$ cat config.mk
export PLATFORM = sky130hd
export DESIGN_NAME = pwla_logit
export DESIGN_NICKNAME = d
export VERILOG_FILES = /design/src/rtl/pwla_logit.sv
export SDC_FILE = /design/constraint.sdc
export NUM_CORES = 1
export LEC_CHECK = 0
export ABC_AREA = 1
export ABC_CLOCK_PERIOD_IN_PS = 18150
export CORE_ASPECT_RATIO = 0.8
export CORE_MARGIN = 5
export CORE_UTILIZATION = 65
export DETAILED_ROUTE_END_ITERATION = 8
export GPL_ROUTABILITY_DRIVEN = 0
export GPL_TIMING_DRIVEN = 0
export PLACE_DENSITY_LB_ADDON = 0.2
export SYNTH_ARGS = -nofsm -noshare
export SYNTH_HDL_FRONTEND = slang
export SYNTH_SLANG_ARGS = --single-unit
$ cat constraint.sdc
create_clock -name clk -period 18.15 [get_ports clk]
set_input_delay 1.815 -clock clk [delete_from_list [all_inputs] [get_ports clk]]
set_output_delay 1.815 -clock clk [all_outputs]
set_load 0.01 [all_outputs]
$ cat src/rtl/pwla_logit.sv
// Pipelined piecewise-linear inverse sigmoid (logit) in Q.10: probability code in [0,1]
// folded about 0.5, nine power-of-two-wide segments, three register stages, global stall.
module pwla_logit #(
  parameter int DATA_W   = 16,
  parameter int FRAC_W   = 10,
  parameter int SAT_CODE = 8192
) (
  input  logic                     clk,
  input  logic                     reset,
  input  logic        [DATA_W-1:0] f_x,
  input  logic                     in_valid,
  output logic                     in_ready,
  output logic signed [DATA_W-1:0] x,
  output logic                     out_valid,
  input  logic                     out_ready
);

  localparam int ONE  = 1 << FRAC_W;
  localparam int HALF = ONE / 2;
  localparam int UW   = FRAC_W + 1;
  localparam int MW   = 14;
  localparam int PW   = 19;

  function automatic logic [UW-1:0] bp_y(input logic [3:0] i);
    case (i)
      4'd0:    return UW'(512);
      4'd1:    return UW'(640);
      4'd2:    return UW'(768);
      4'd3:    return UW'(896);
      4'd4:    return UW'(960);
      4'd5:    return UW'(992);
      4'd6:    return UW'(1008);
      4'd7:    return UW'(1016);
      4'd8:    return UW'(1020);
      default: return UW'(1024);
    endcase
  endfunction

  function automatic logic [MW-1:0] bp_x(input logic [3:0] i);
    case (i)
      4'd0:    return MW'(0);
      4'd1:    return MW'(523);
      4'd2:    return MW'(1125);
      4'd3:    return MW'(1993);
      4'd4:    return MW'(2773);
      4'd5:    return MW'(3516);
      4'd6:    return MW'(4243);
      4'd7:    return MW'(4960);
      4'd8:    return MW'(5674);
      default: return MW'(8192);
    endcase
  endfunction

  // log2 of each segment's width, so the slope divide becomes a right shift
  function automatic logic [2:0] bp_k(input logic [3:0] i);
    case (i)
      4'd0, 4'd1, 4'd2: return 3'd7;
      4'd3:             return 3'd6;
      4'd4:             return 3'd5;
      4'd5:             return 3'd4;
      4'd6:             return 3'd3;
      default:          return 3'd2;
    endcase
  endfunction

  function automatic logic [3:0] seg_of(input logic [UW-1:0] u);
    if (u >= UW'(1020)) return 4'd8;
    if (u >= UW'(1016)) return 4'd7;
    if (u >= UW'(1008)) return 4'd6;
    if (u >= UW'(992))  return 4'd5;
    if (u >= UW'(960))  return 4'd4;
    if (u >= UW'(896))  return 4'd3;
    if (u >= UW'(768))  return 4'd2;
    if (u >= UW'(640))  return 4'd1;
    return 4'd0;
  endfunction

  // floor-truncating interpolation; u = 1.0 saturates to SAT_CODE
  function automatic logic [MW-1:0] mag_of(input logic sat, input logic [MW-1:0] xb,
                                           input logic [PW-1:0] prod, input logic [2:0] k);
    if (sat) return MW'(SAT_CODE);
    return xb + MW'(prod >> k);
  endfunction

  function automatic logic signed [DATA_W-1:0] apply_sign(input logic neg, input logic [MW-1:0] m);
    logic signed [DATA_W-1:0] s;
    s = $signed(DATA_W'(m));
    return neg ? -s : s;
  endfunction

  logic advance;
  assign advance  = ~out_valid | out_ready;
  assign in_ready = advance;

  // Stage 0 -> p0: clamp, fold, segment select
  logic [UW-1:0] c_w, u_w;
  logic          neg_p0_d, sat_p0_d;
  logic [3:0]    seg_p0_d;
  logic [6:0]    off_p0_d;

  always_comb begin
    c_w      = (f_x > DATA_W'(ONE)) ? UW'(ONE) : f_x[UW-1:0];
    neg_p0_d = (c_w < UW'(HALF));
    u_w      = neg_p0_d ? (UW'(ONE) - c_w) : c_w;
    sat_p0_d = (u_w == UW'(ONE));
    seg_p0_d = seg_of(u_w);
    off_p0_d = 7'(u_w - bp_y(seg_p0_d));
  end

  logic       vld_p0_q, neg_p0_q, sat_p0_q;
  logic [3:0] seg_p0_q;
  logic [6:0] off_p0_q;

  // p0 -> p1: slope times offset
  logic [MW-1:0] diff_w;
  logic [PW-1:0] prod_p1_d;

  always_comb begin
    diff_w    = bp_x(4'(seg_p0_q + 4'd1)) - bp_x(seg_p0_q);
    prod_p1_d = PW'(diff_w) * PW'(off_p0_q);
  end

  logic          vld_p1_q, neg_p1_q, sat_p1_q;
  logic [2:0]    k_p1_q;
  logic [MW-1:0] xb_p1_q;
  logic [PW-1:0] prod_p1_q;

  // p1 -> p2: shift, add, sign
  logic signed [DATA_W-1:0] x_p2_d;
  assign x_p2_d = apply_sign(neg_p1_q, mag_of(sat_p1_q, xb_p1_q, prod_p1_q, k_p1_q));

  logic                     vld_p2_q;
  logic signed [DATA_W-1:0] x_p2_q;

  always_ff @(posedge clk) begin
    if (reset) begin
      vld_p0_q  <= 1'b0;
      neg_p0_q  <= 1'b0;
      sat_p0_q  <= 1'b0;
      seg_p0_q  <= '0;
      off_p0_q  <= '0;
      vld_p1_q  <= 1'b0;
      neg_p1_q  <= 1'b0;
      sat_p1_q  <= 1'b0;
      k_p1_q    <= '0;
      xb_p1_q   <= '0;
      prod_p1_q <= '0;
      vld_p2_q  <= 1'b0;
      x_p2_q    <= '0;
    end else if (advance) begin
      vld_p0_q  <= in_valid;
      neg_p0_q  <= neg_p0_d;
      sat_p0_q  <= sat_p0_d;
      seg_p0_q  <= seg_p0_d;
      off_p0_q  <= off_p0_d;
      vld_p1_q  <= vld_p0_q;
      neg_p1_q  <= neg_p0_q;
      sat_p1_q  <= sat_p0_q;
      k_p1_q    <= bp_k(seg_p0_q);
      xb_p1_q   <= bp_x(seg_p0_q);
      prod_p1_q <= prod_p1_d;
      vld_p2_q  <= vld_p1_q;
      x_p2_q    <= x_p2_d;
    end
  end

  assign x         = x_p2_q;
  assign out_valid = vld_p2_q;

endmodule

==> run_summary.xml, run 1 <==
<?xml version="1.0" encoding="UTF-8"?>
<metrics>
  <group name="final_layout">
    <metric name="final_layout_size_suffix_gt1_share" unit="%">3.57</metric>
    <metric name="nNetsFinal" unit="">1557</metric>
    <metric name="final_cells" unit="">1581</metric>
    <metric name="n_antenna_cell" unit="">0</metric>
    <metric name="syn2layout_area_growth" unit="%">10.2</metric>
    <metric name="n_fill_cell" unit="">1170</metric>
  </group>
  <group name="synthesis">
    <metric name="synth_edf_count" unit="">0</metric>
    <metric name="synth.distinct_cells" unit="">50</metric>
    <metric name="synthArstFlopShare" unit="%">0</metric>
    <metric name="postSynth.topFlopCell" unit="">sky130_fd_sc_hd__dfxtp_1</metric>
    <metric name="net_count_after_synthesis" unit="">1509</metric>
    <metric name="synth_area" unit="um^2">9040</metric>
    <metric name="synth.top_cells.by_area" unit="">sky130_fd_sc_hd__dfxtp_1, sky130_fd_sc_hd__fa_1, sky130_fd_sc_hd__nand2_1, sky130_fd_sc_hd__ha_1, sky130_fd_sc_hd__inv_1</metric>
    <metric name="yosys_register_bits" unit="">84</metric>
    <metric name="synth.top_cell.area_share" unit="%">18.6</metric>
    <metric name="yosysWarningCount" unit="">0</metric>
    <metric name="yosysSeqAreaShare" unit="%">18.6</metric>
    <metric name="top_cell_type_by_total_area_after_synthesis" unit="">sky130_fd_sc_hd__dfxtp_1</metric>
    <metric name="syn-instance-count" unit="">1348</metric>
    <metric name="syn_area_per_cell" unit="um^2">6.71</metric>
  </group>
  <group name="worst_setup_path">
    <metric name="worst_path_max_delay_cell" unit="">sky130_fd_sc_hd__xor2_1</metric>
    <metric name="worst_setup_sp" unit="">seg_p0_q[0]</metric>
    <metric name="critical_path_class" unit="">register to register</metric>
    <metric name="largest_fanout_on_the_critical_path" unit="">9</metric>
    <metric name="flop_to_flop_setup_slack" unit="ns">10.14</metric>
    <metric name="required" unit="ns">18.44</metric>
    <metric name="endpoint_kind" unit="">register</metric>
    <metric name="r2r_cells" unit="">39</metric>
    <metric name="arrival" unit="ns">8.31</metric>
    <metric name="worst_path_largest_cell_delay" unit="ns">0.58</metric>
    <metric name="rr_endpoint" unit="">prod_p1_q[16]</metric>
    <metric name="crit_path_end" unit="">prod_p1_q[16]</metric>
    <metric name="regToRegStartpoint" unit="">seg_p0_q[0]</metric>
    <metric name="timing.critical_path.from_type" unit="">register</metric>
  </group>
  <group name="die">
    <metric name="placement_rows" unit="">38</metric>
    <metric name="die_height" unit="um">116</metric>
    <metric name="pin_count" unit="">38</metric>
    <metric name="die_x" unit="um">142</metric>
    <metric name="initial_core_util" unit="%">66.5</metric>
    <metric name="core_area" unit="um^2">13600</metric>
    <metric name="die_area" unit="um^2">16400</metric>
  </group>
  <group name="sta">
    <metric name="timing.final.hold_violations" unit="">0</metric>
    <metric name="report.final.slew_viol_count" unit="">0</metric>
    <metric name="worst_clock_skew" unit="ns">0.00826</metric>
    <metric name="fmaxAchievable" unit="GHz">0.125</metric>
    <metric name="timing_worst_slew_pin_value" unit="ns">0.703</metric>
    <metric name="final_number_of_setup_violating_endpoints" unit="">0</metric>
    <metric name="timing.final.crit_share" unit="%">44.1</metric>
    <metric name="timing.slew.headroom" unit="%">53.0</metric>
    <metric name="unrepaired_setup_endpoints_after_global_routing" unit="">false</metric>
    <metric name="timing.final.ws_setup" unit="ns">10.14</metric>
    <metric name="timing.setup.tns" unit="ns">0</metric>
    <metric name="worst_hold_slack" unit="ns">0.477</metric>
    <metric name="period_minus_slack" unit="ns">8.01</metric>
  </group>
  <group name="global_routing">
    <metric name="grt_pass1_wl" unit="mm">40.1</metric>
    <metric name="antenna_found_initial" unit="">1</metric>
    <metric name="overflow" unit="">0</metric>
    <metric name="largest_net_degree_at_the_start_of_global_routing" unit="">17</metric>
    <metric name="grt_pass1_vias" unit="">8532</metric>
    <metric name="globalRouteTotalUtil" unit="%">30.2</metric>
  </group>
  <group name="place">
    <metric name="port_buffers" unit="">37</metric>
    <metric name="detailedPlacementHpwl" unit="mm">19.0</metric>
    <metric name="placed_instances" unit="">1565</metric>
    <metric name="pre_cts_slack" unit="ns">10.32</metric>
  </group>
  <group name="detailed_routing">
    <metric name="drtPass1Iterations" unit="">6</metric>
    <metric name="ant_nets" unit="">0</metric>
    <metric name="drcViolationCount" unit="">0</metric>
    <metric name="average_wire_per_standard_cell" unit="um">15.0</metric>
    <metric name="routed-via-count" unit="">8963</metric>
    <metric name="finalWirelength" unit="mm">23.8</metric>
    <metric name="drt_first_iter_violations" unit="">846</metric>
    <metric name="vias_per_cell" unit="">5.67</metric>
  </group>
  <group name="power">
    <metric name="vdd.ir_drop.worst" unit="uV">48.6</metric>
    <metric name="p_per_area" unit="nW/um^2">69.6</metric>
    <metric name="totalPowerFinal" unit="uW">694</metric>
    <metric name="cellLeakagePower" unit="nW">5.24</metric>
  </group>
  <group name="clock_network">
    <metric name="path_clk_slew" unit="ns">0.07</metric>
    <metric name="holdBufCountCts" unit="">0</metric>
    <metric name="numCtsBuffers" unit="">9</metric>
    <metric name="insertion_delay" unit="ns">0.35</metric>
    <metric name="post_cts_resize_count" unit="">0</metric>
    <metric name="ctsLongestPathBuffers" unit="">2</metric>
    <metric name="cts_tree" unit="">yes</metric>
    <metric name="clock_sink_count" unit="">84</metric>
    <metric name="cts.root.buffer_cell" unit="">sky130_fd_sc_hd__clkbuf_16</metric>
    <metric name="cts_htree_levels" unit="">3</metric>
    <metric name="post-cts-setup-buffer-count" unit="">0</metric>
  </group>
  <group name="hold_path">
    <metric name="hold_wc_path_type" unit="">register to register</metric>
  </group>
  <group name="outcome">
    <metric name="run_status" unit="">complete, no violations</metric>
  </group>
  <group name="flow_run">
    <metric name="drv.max_cap_violation_count" unit="">0</metric>
  </group>
</metrics>
## layer usage
metal | up-vias | GRT usage, % | wire length (um)
met1 | 4079 | 41.9 | 10500
met2 | 439 | 46.4 | 9990
met3 | 42 | 10.6 | 2900
met4 | 2 | 5.63 | 302
li1 | 4401 | - | -
met5 | - | 1.46 | 18
## how the worst min path moves through the flow
stage	endpoint	cells after the start	start
finish	x[14]	2	x[14]
global route	prod_p1_q[0]	2	prod_p1_q[0]
CTS	x[14]	2	x[14]
detailed placement	vld_p1_q	2	vld_p1_q
global placement	vld_p1_q	2	vld_p1_q
floorplan	vld_p1_q	2	vld_p1_q
## cell type report
class / count / area [um^2] / area share (%)
clock buffers: 9 / 225 / 2.26
repair buffers: 37 / 370 / 3.71
well taps: 180 / 225 / 2.26
plain buffers: 39 / 155 / 1.56
multi-input cells: 993 / 6330 / 63.5
inverters: 232 / 873 / 8.76
flip-flops and latches: 84 / 1680 / 16.9
clock inverters: 7 / 105 / 1.05
## kinds of logic after synthesis
logic type               Yosys count  share of synthesized area [%]
AND/OR/NAND/NOR                  554                           25.3
buffers and inverters            271                           11.4
AO/OA/AOI/OAI                    261                           16.5
adder cells (fa/ha/maj)          141                           24.6
flip-flops                        84                           18.6
XOR/XNOR                          33                           3.28
multiplexers                       4                          0.443
## synth_stat cells (7+ instances only)
cell type                  number
sky130_fd_sc_hd__nor3_1         7
sky130_fd_sc_hd__a21oi_1       79
sky130_fd_sc_hd__dfxtp_1       84
sky130_fd_sc_hd__o21ai_0      105
sky130_fd_sc_hd__ha_1          80
sky130_fd_sc_hd__a31oi_1       12
sky130_fd_sc_hd__nand3_1       69
sky130_fd_sc_hd__nand2_2       11
sky130_fd_sc_hd__fa_1          61
sky130_fd_sc_hd__o21bai_1      18
sky130_fd_sc_hd__nor2_1       162
sky130_fd_sc_hd__nand2_1      278
sky130_fd_sc_hd__inv_1        223
sky130_fd_sc_hd__xor2_1        24
sky130_fd_sc_hd__o211ai_1      16
sky130_fd_sc_hd__clkbuf_1      34
sky130_fd_sc_hd__xnor2_1        8
## worst max-delay path: cells and delay by family, from the launching register on
kind / cells / cell delay [ns]
xor gates and xnor gates: 2 / 0.77
adders and majority gates: 9 / 3.73
buffers and inverters: 8 / 0.56
DFF: 1 / 0.55
and+or+nand+nor: 12 / 1.23
AOI/OAI and AO/OA: 8 / 1.12
## metrics by stage
| stage | utilization (%) | instance area [um^2] |
|---|---|---|
| 2_1_floorplan | - | 9040 |
| 3_3_place_gp | 70.9 | 9640 |
| 3_5_place_dp | 70.9 | 9640 |
| 4_1_cts | 73.3 | 9970 |
| 5_1_grt | 73.3 | 9970 |
| 6_report | 73.3 | 9970 |
## report_power, final
group	internal [mW]	switching (mW)	total [mW]
clock	0.123	0.0842	0.207
sequential	0.201	0.0121	0.213
combinational	0.0977	0.176	0.273
total	0.422	0.272	0.694
## placed cells by master, fill, tap and decap left out, types with 4 or more instances in the layout
cell,synthesis,layout
sky130_fd_sc_hd__o211ai_1,16,16
sky130_fd_sc_hd__mux2i_1,4,4
sky130_fd_sc_hd__ha_1,80,80
sky130_fd_sc_hd__inv_2,6,6
sky130_fd_sc_hd__inv_1,223,223
sky130_fd_sc_hd__clkbuf_16,0,9
sky130_fd_sc_hd__nand3b_1,4,4
sky130_fd_sc_hd__nand3_1,69,69
sky130_fd_sc_hd__a31oi_1,12,12
sky130_fd_sc_hd__xnor2_1,8,8
sky130_fd_sc_hd__o21ai_0,105,105
sky130_fd_sc_hd__o21ai_1,6,6
sky130_fd_sc_hd__xor2_1,24,24
sky130_fd_sc_hd__or2_2,5,5
sky130_fd_sc_hd__clkdlybuf4s50_1,0,37
sky130_fd_sc_hd__dfxtp_1,84,84
sky130_fd_sc_hd__nand2_2,11,11
sky130_fd_sc_hd__a21oi_1,79,79
sky130_fd_sc_hd__a211oi_1,6,6
sky130_fd_sc_hd__nor4_1,5,5
sky130_fd_sc_hd__nand2_1,278,278
sky130_fd_sc_hd__clkbuf_1,34,34
sky130_fd_sc_hd__o21bai_1,18,18
sky130_fd_sc_hd__fa_1,61,61
sky130_fd_sc_hd__nor2_1,162,162
sky130_fd_sc_hd__nor3_1,7,7
No activity file was read; power rests on OpenSTA's default activity.
==> run 2, diff against run 1 <==
ABC_CLOCK_PERIOD_IN_PS = 8100   (was 18150)
CORE_UTILIZATION = 63   (was 65)
clock period = 8.1 ns   (was 18.15 ns; I/O delays follow)
==> run 2 against run 1 <==
Effect of this change: hold slack got worse by 0.0082 ns; sequential power increased by 120%; clock power increased by 120%; largest cell class unchanged; highest routed layer is now met4.
==> run_summary.xml, run 2 (synthesis results as in run 1) <==
<?xml version="1.0" encoding="UTF-8"?>
<metrics>
  <group name="detailed_routing">
    <metric name="ant_nets" unit="">0</metric>
    <metric name="drtPass1Iterations" unit="">6</metric>
    <metric name="drt_first_iter_violations" unit="">851</metric>
    <metric name="routed-via-count" unit="">8969</metric>
    <metric name="finalWirelength" unit="mm">23.8</metric>
    <metric name="drcViolationCount" unit="">0</metric>
    <metric name="average_wire_per_standard_cell" unit="um">15.0</metric>
    <metric name="vias_per_cell" unit="">5.65</metric>
  </group>
  <group name="power">
    <metric name="totalPowerFinal" unit="mW">1.55</metric>
    <metric name="p_per_area" unit="nW/um^2">155</metric>
    <metric name="cellLeakagePower" unit="nW">5.25</metric>
    <metric name="vdd.ir_drop.worst" unit="uV">119</metric>
  </group>
  <group name="final_layout">
    <metric name="layout_common_cells" unit="">sky130_fd_sc_hd__nand2_1, sky130_fd_sc_hd__inv_1, sky130_fd_sc_hd__nor2_1</metric>
    <metric name="final_layout_size_suffix_gt1_share" unit="%">3.99</metric>
    <metric name="multi_input_comb_area" unit="um^2">6350</metric>
    <metric name="n_antenna_cell" unit="">0</metric>
    <metric name="nNetsFinal" unit="">1559</metric>
    <metric name="syn2layout_area_growth" unit="%">10.6</metric>
    <metric name="register_area" unit="um^2">1680</metric>
    <metric name="final_area" unit="um^2">10000</metric>
    <metric name="n_fill_cell" unit="">1212</metric>
    <metric name="mostFrequentLayoutCell" unit="">sky130_fd_sc_hd__nand2_1</metric>
  </group>
  <group name="clock_network">
    <metric name="path_clk_slew" unit="ns">0.07</metric>
    <metric name="ctsLongestPathBuffers" unit="">2</metric>
    <metric name="holdBufCountCts" unit="">0</metric>
    <metric name="cts.root.buffer_cell" unit="">sky130_fd_sc_hd__clkbuf_16</metric>
    <metric name="numCtsBuffers" unit="">9</metric>
    <metric name="clock_sink_count" unit="">84</metric>
    <metric name="cts_htree_levels" unit="">3</metric>
    <metric name="cts_tree" unit="">yes</metric>
    <metric name="insertion_delay" unit="ns">0.35</metric>
  </group>
  <group name="sta">
    <metric name="timing.final.crit_share" unit="%">93.7</metric>
    <metric name="worst_hold_slack" unit="ns">0.469</metric>
    <metric name="fmaxAchievable" unit="GHz">0.132</metric>
    <metric name="timing.setup.tns" unit="ns">0</metric>
    <metric name="final_number_of_setup_violating_endpoints" unit="">0</metric>
    <metric name="unrepaired_setup_endpoints_after_global_routing" unit="">false</metric>
    <metric name="timing_worst_slew_pin_value" unit="ns">0.708</metric>
    <metric name="timing.final.hold_violations" unit="">0</metric>
    <metric name="timing.final.ws_setup" unit="ns">0.513</metric>
    <metric name="report.final.slew_viol_count" unit="">0</metric>
    <metric name="period_minus_slack" unit="ns">7.59</metric>
    <metric name="timing.slew.headroom" unit="%">52.8</metric>
    <metric name="worst_clock_skew" unit="ns">0.0109</metric>
  </group>
  <group name="die">
    <metric name="pin_count" unit="">38</metric>
    <metric name="initial_core_util" unit="%">63.7</metric>
    <metric name="placement_rows" unit="">39</metric>
    <metric name="die_x" unit="um">144</metric>
    <metric name="die_height" unit="um">117</metric>
    <metric name="die_area" unit="um^2">16900</metric>
    <metric name="core_area" unit="um^2">14200</metric>
  </group>
  <group name="hold_path">
    <metric name="min_to" unit="">vld_p1_q</metric>
    <metric name="worst_hold_startpoint" unit="">vld_p1_q</metric>
    <metric name="worst_hold_path.num_cells" unit="">2</metric>
    <metric name="hold_wc_path_type" unit="">register to register</metric>
  </group>
  <group name="worst_setup_path">
    <metric name="critical_path_class" unit="">register to register</metric>
    <metric name="timing.critical_path.max_delay_family" unit="">adder cells</metric>
    <metric name="arrival" unit="ns">7.88</metric>
    <metric name="flop_to_flop_setup_slack" unit="ns">0.51</metric>
    <metric name="r2r_cells" unit="">33</metric>
    <metric name="regToRegStartpoint" unit="">seg_p0_q[1]</metric>
    <metric name="endpoint_kind" unit="">register</metric>
    <metric name="timing.critical_path.from_type" unit="">register</metric>
    <metric name="worst_path_max_delay_cell" unit="">sky130_fd_sc_hd__xor2_1</metric>
    <metric name="worst_path_largest_cell_delay" unit="ns">0.58</metric>
    <metric name="worst-path-buf-inv" unit="">5</metric>
    <metric name="rr_endpoint" unit="">prod_p1_q[18]</metric>
    <metric name="required" unit="ns">8.39</metric>
    <metric name="largest_fanout_on_the_critical_path" unit="">7</metric>
  </group>
  <group name="global_routing">
    <metric name="largest_net_degree_at_the_start_of_global_routing" unit="">16</metric>
    <metric name="grt_pass1_vias" unit="">8395</metric>
    <metric name="antenna_found_initial" unit="">0</metric>
    <metric name="grt_pass1_wl" unit="mm">39.5</metric>
    <metric name="globalRouteTotalUtil" unit="%">29.0</metric>
    <metric name="overflow" unit="">0</metric>
  </group>
  <group name="flow_run">
    <metric name="drv.max_cap_violation_count" unit="">0</metric>
  </group>
  <group name="place">
    <metric name="port_buffers" unit="">37</metric>
    <metric name="detailedPlacementHpwl" unit="mm">19.1</metric>
    <metric name="pre_cts_slack" unit="ns">0.418</metric>
    <metric name="placedInstanceArea" unit="um^2">9650</metric>
  </group>
  <group name="outcome">
    <metric name="run_status" unit="">complete, no violations</metric>
  </group>
</metrics>
==> run 2: cell types whose count changed in the layout (fill, tap and decap cells not counted), sizes merged <==
cell / previous run / this run
buf: 5 / 7
inv: 234 / 232
clkinv: 2 / 4
==> run 2: power breakdown <==
part           switching [mW]  internal, mW
Combinational           0.394         0.223
Sequential             0.0264         0.451
Clock                   0.179         0.272
==> run 2: cell type report <==
type | count | share of cell area, %
Clock buffer | 9 | 2.25
Inverter | 232 | 8.73
Buffer | 39 | 1.55
Sequential cell | 84 | 16.8
Timing Repair Buffer | 39 | 3.85
Tap cell | 184 | 2.30
Multi-Input combinational cell | 993 | 63.5
Clock inverter | 7 | 0.988
==> run 2: how the worst max path moves through the flow <==
stage / from / end / slack, ns / cells past startpoint
6_report: seg_p0_q[1] / prod_p1_q[18] / 0.51 / 33
5_1_grt: seg_p0_q[1] / prod_p1_q[18] / 0.03 / 33
3_3_place_gp: seg_p0_q[0] / prod_p1_q[16] / 0.48 / 39
2_1_floorplan: seg_p0_q[0] / prod_p1_q[16] / 1.36 / 39
4_1_cts: seg_p0_q[0] / prod_p1_q[18] / 0.38 / 33
3_5_place_dp: seg_p0_q[0] / prod_p1_q[16] / 0.42 / 39
==> run 2: tightest hold or removal path, cell delays in order, from the launching register on <==
cell and delay (ns):
sky130_fd_sc_hd__dfxtp_1 0.30, sky130_fd_sc_hd__inv_1 0.06, sky130_fd_sc_hd__a21oi_1 0.06
==> run 2: what timing repair did <==
action	4_1_cts	5_1_grt
resized for setup	0	6
buffers inserted	0	2
endpoints found under the hold margin	0	0
setup endpoints to repair	0	3
==> run 2: per-layer routing <==
metal | vias to the layer above | global-route usage [%] | part of all wire (%)
li1 | 4392 | - | -
met1 | 4118 | 42.3 | 45
met2 | 420 | 44.4 | 42
met3 | 39 | 6.95 | 11
met4 | 0 | 5.96 | 1.6
met5 | - | 0 | 0
==> run 2: through the flow <==
| stage | util [%] | instances |
|---|---|---|
| 5_1_grt | 70.4 | 1587 |
| 2_1_floorplan | - | 1348 |
| 3_5_place_dp | 67.9 | 1569 |
| 6_report | 70.4 | 1587 |
| 3_3_place_gp | 67.9 | 1569 |
| 4_1_cts | 70.2 | 1585 |
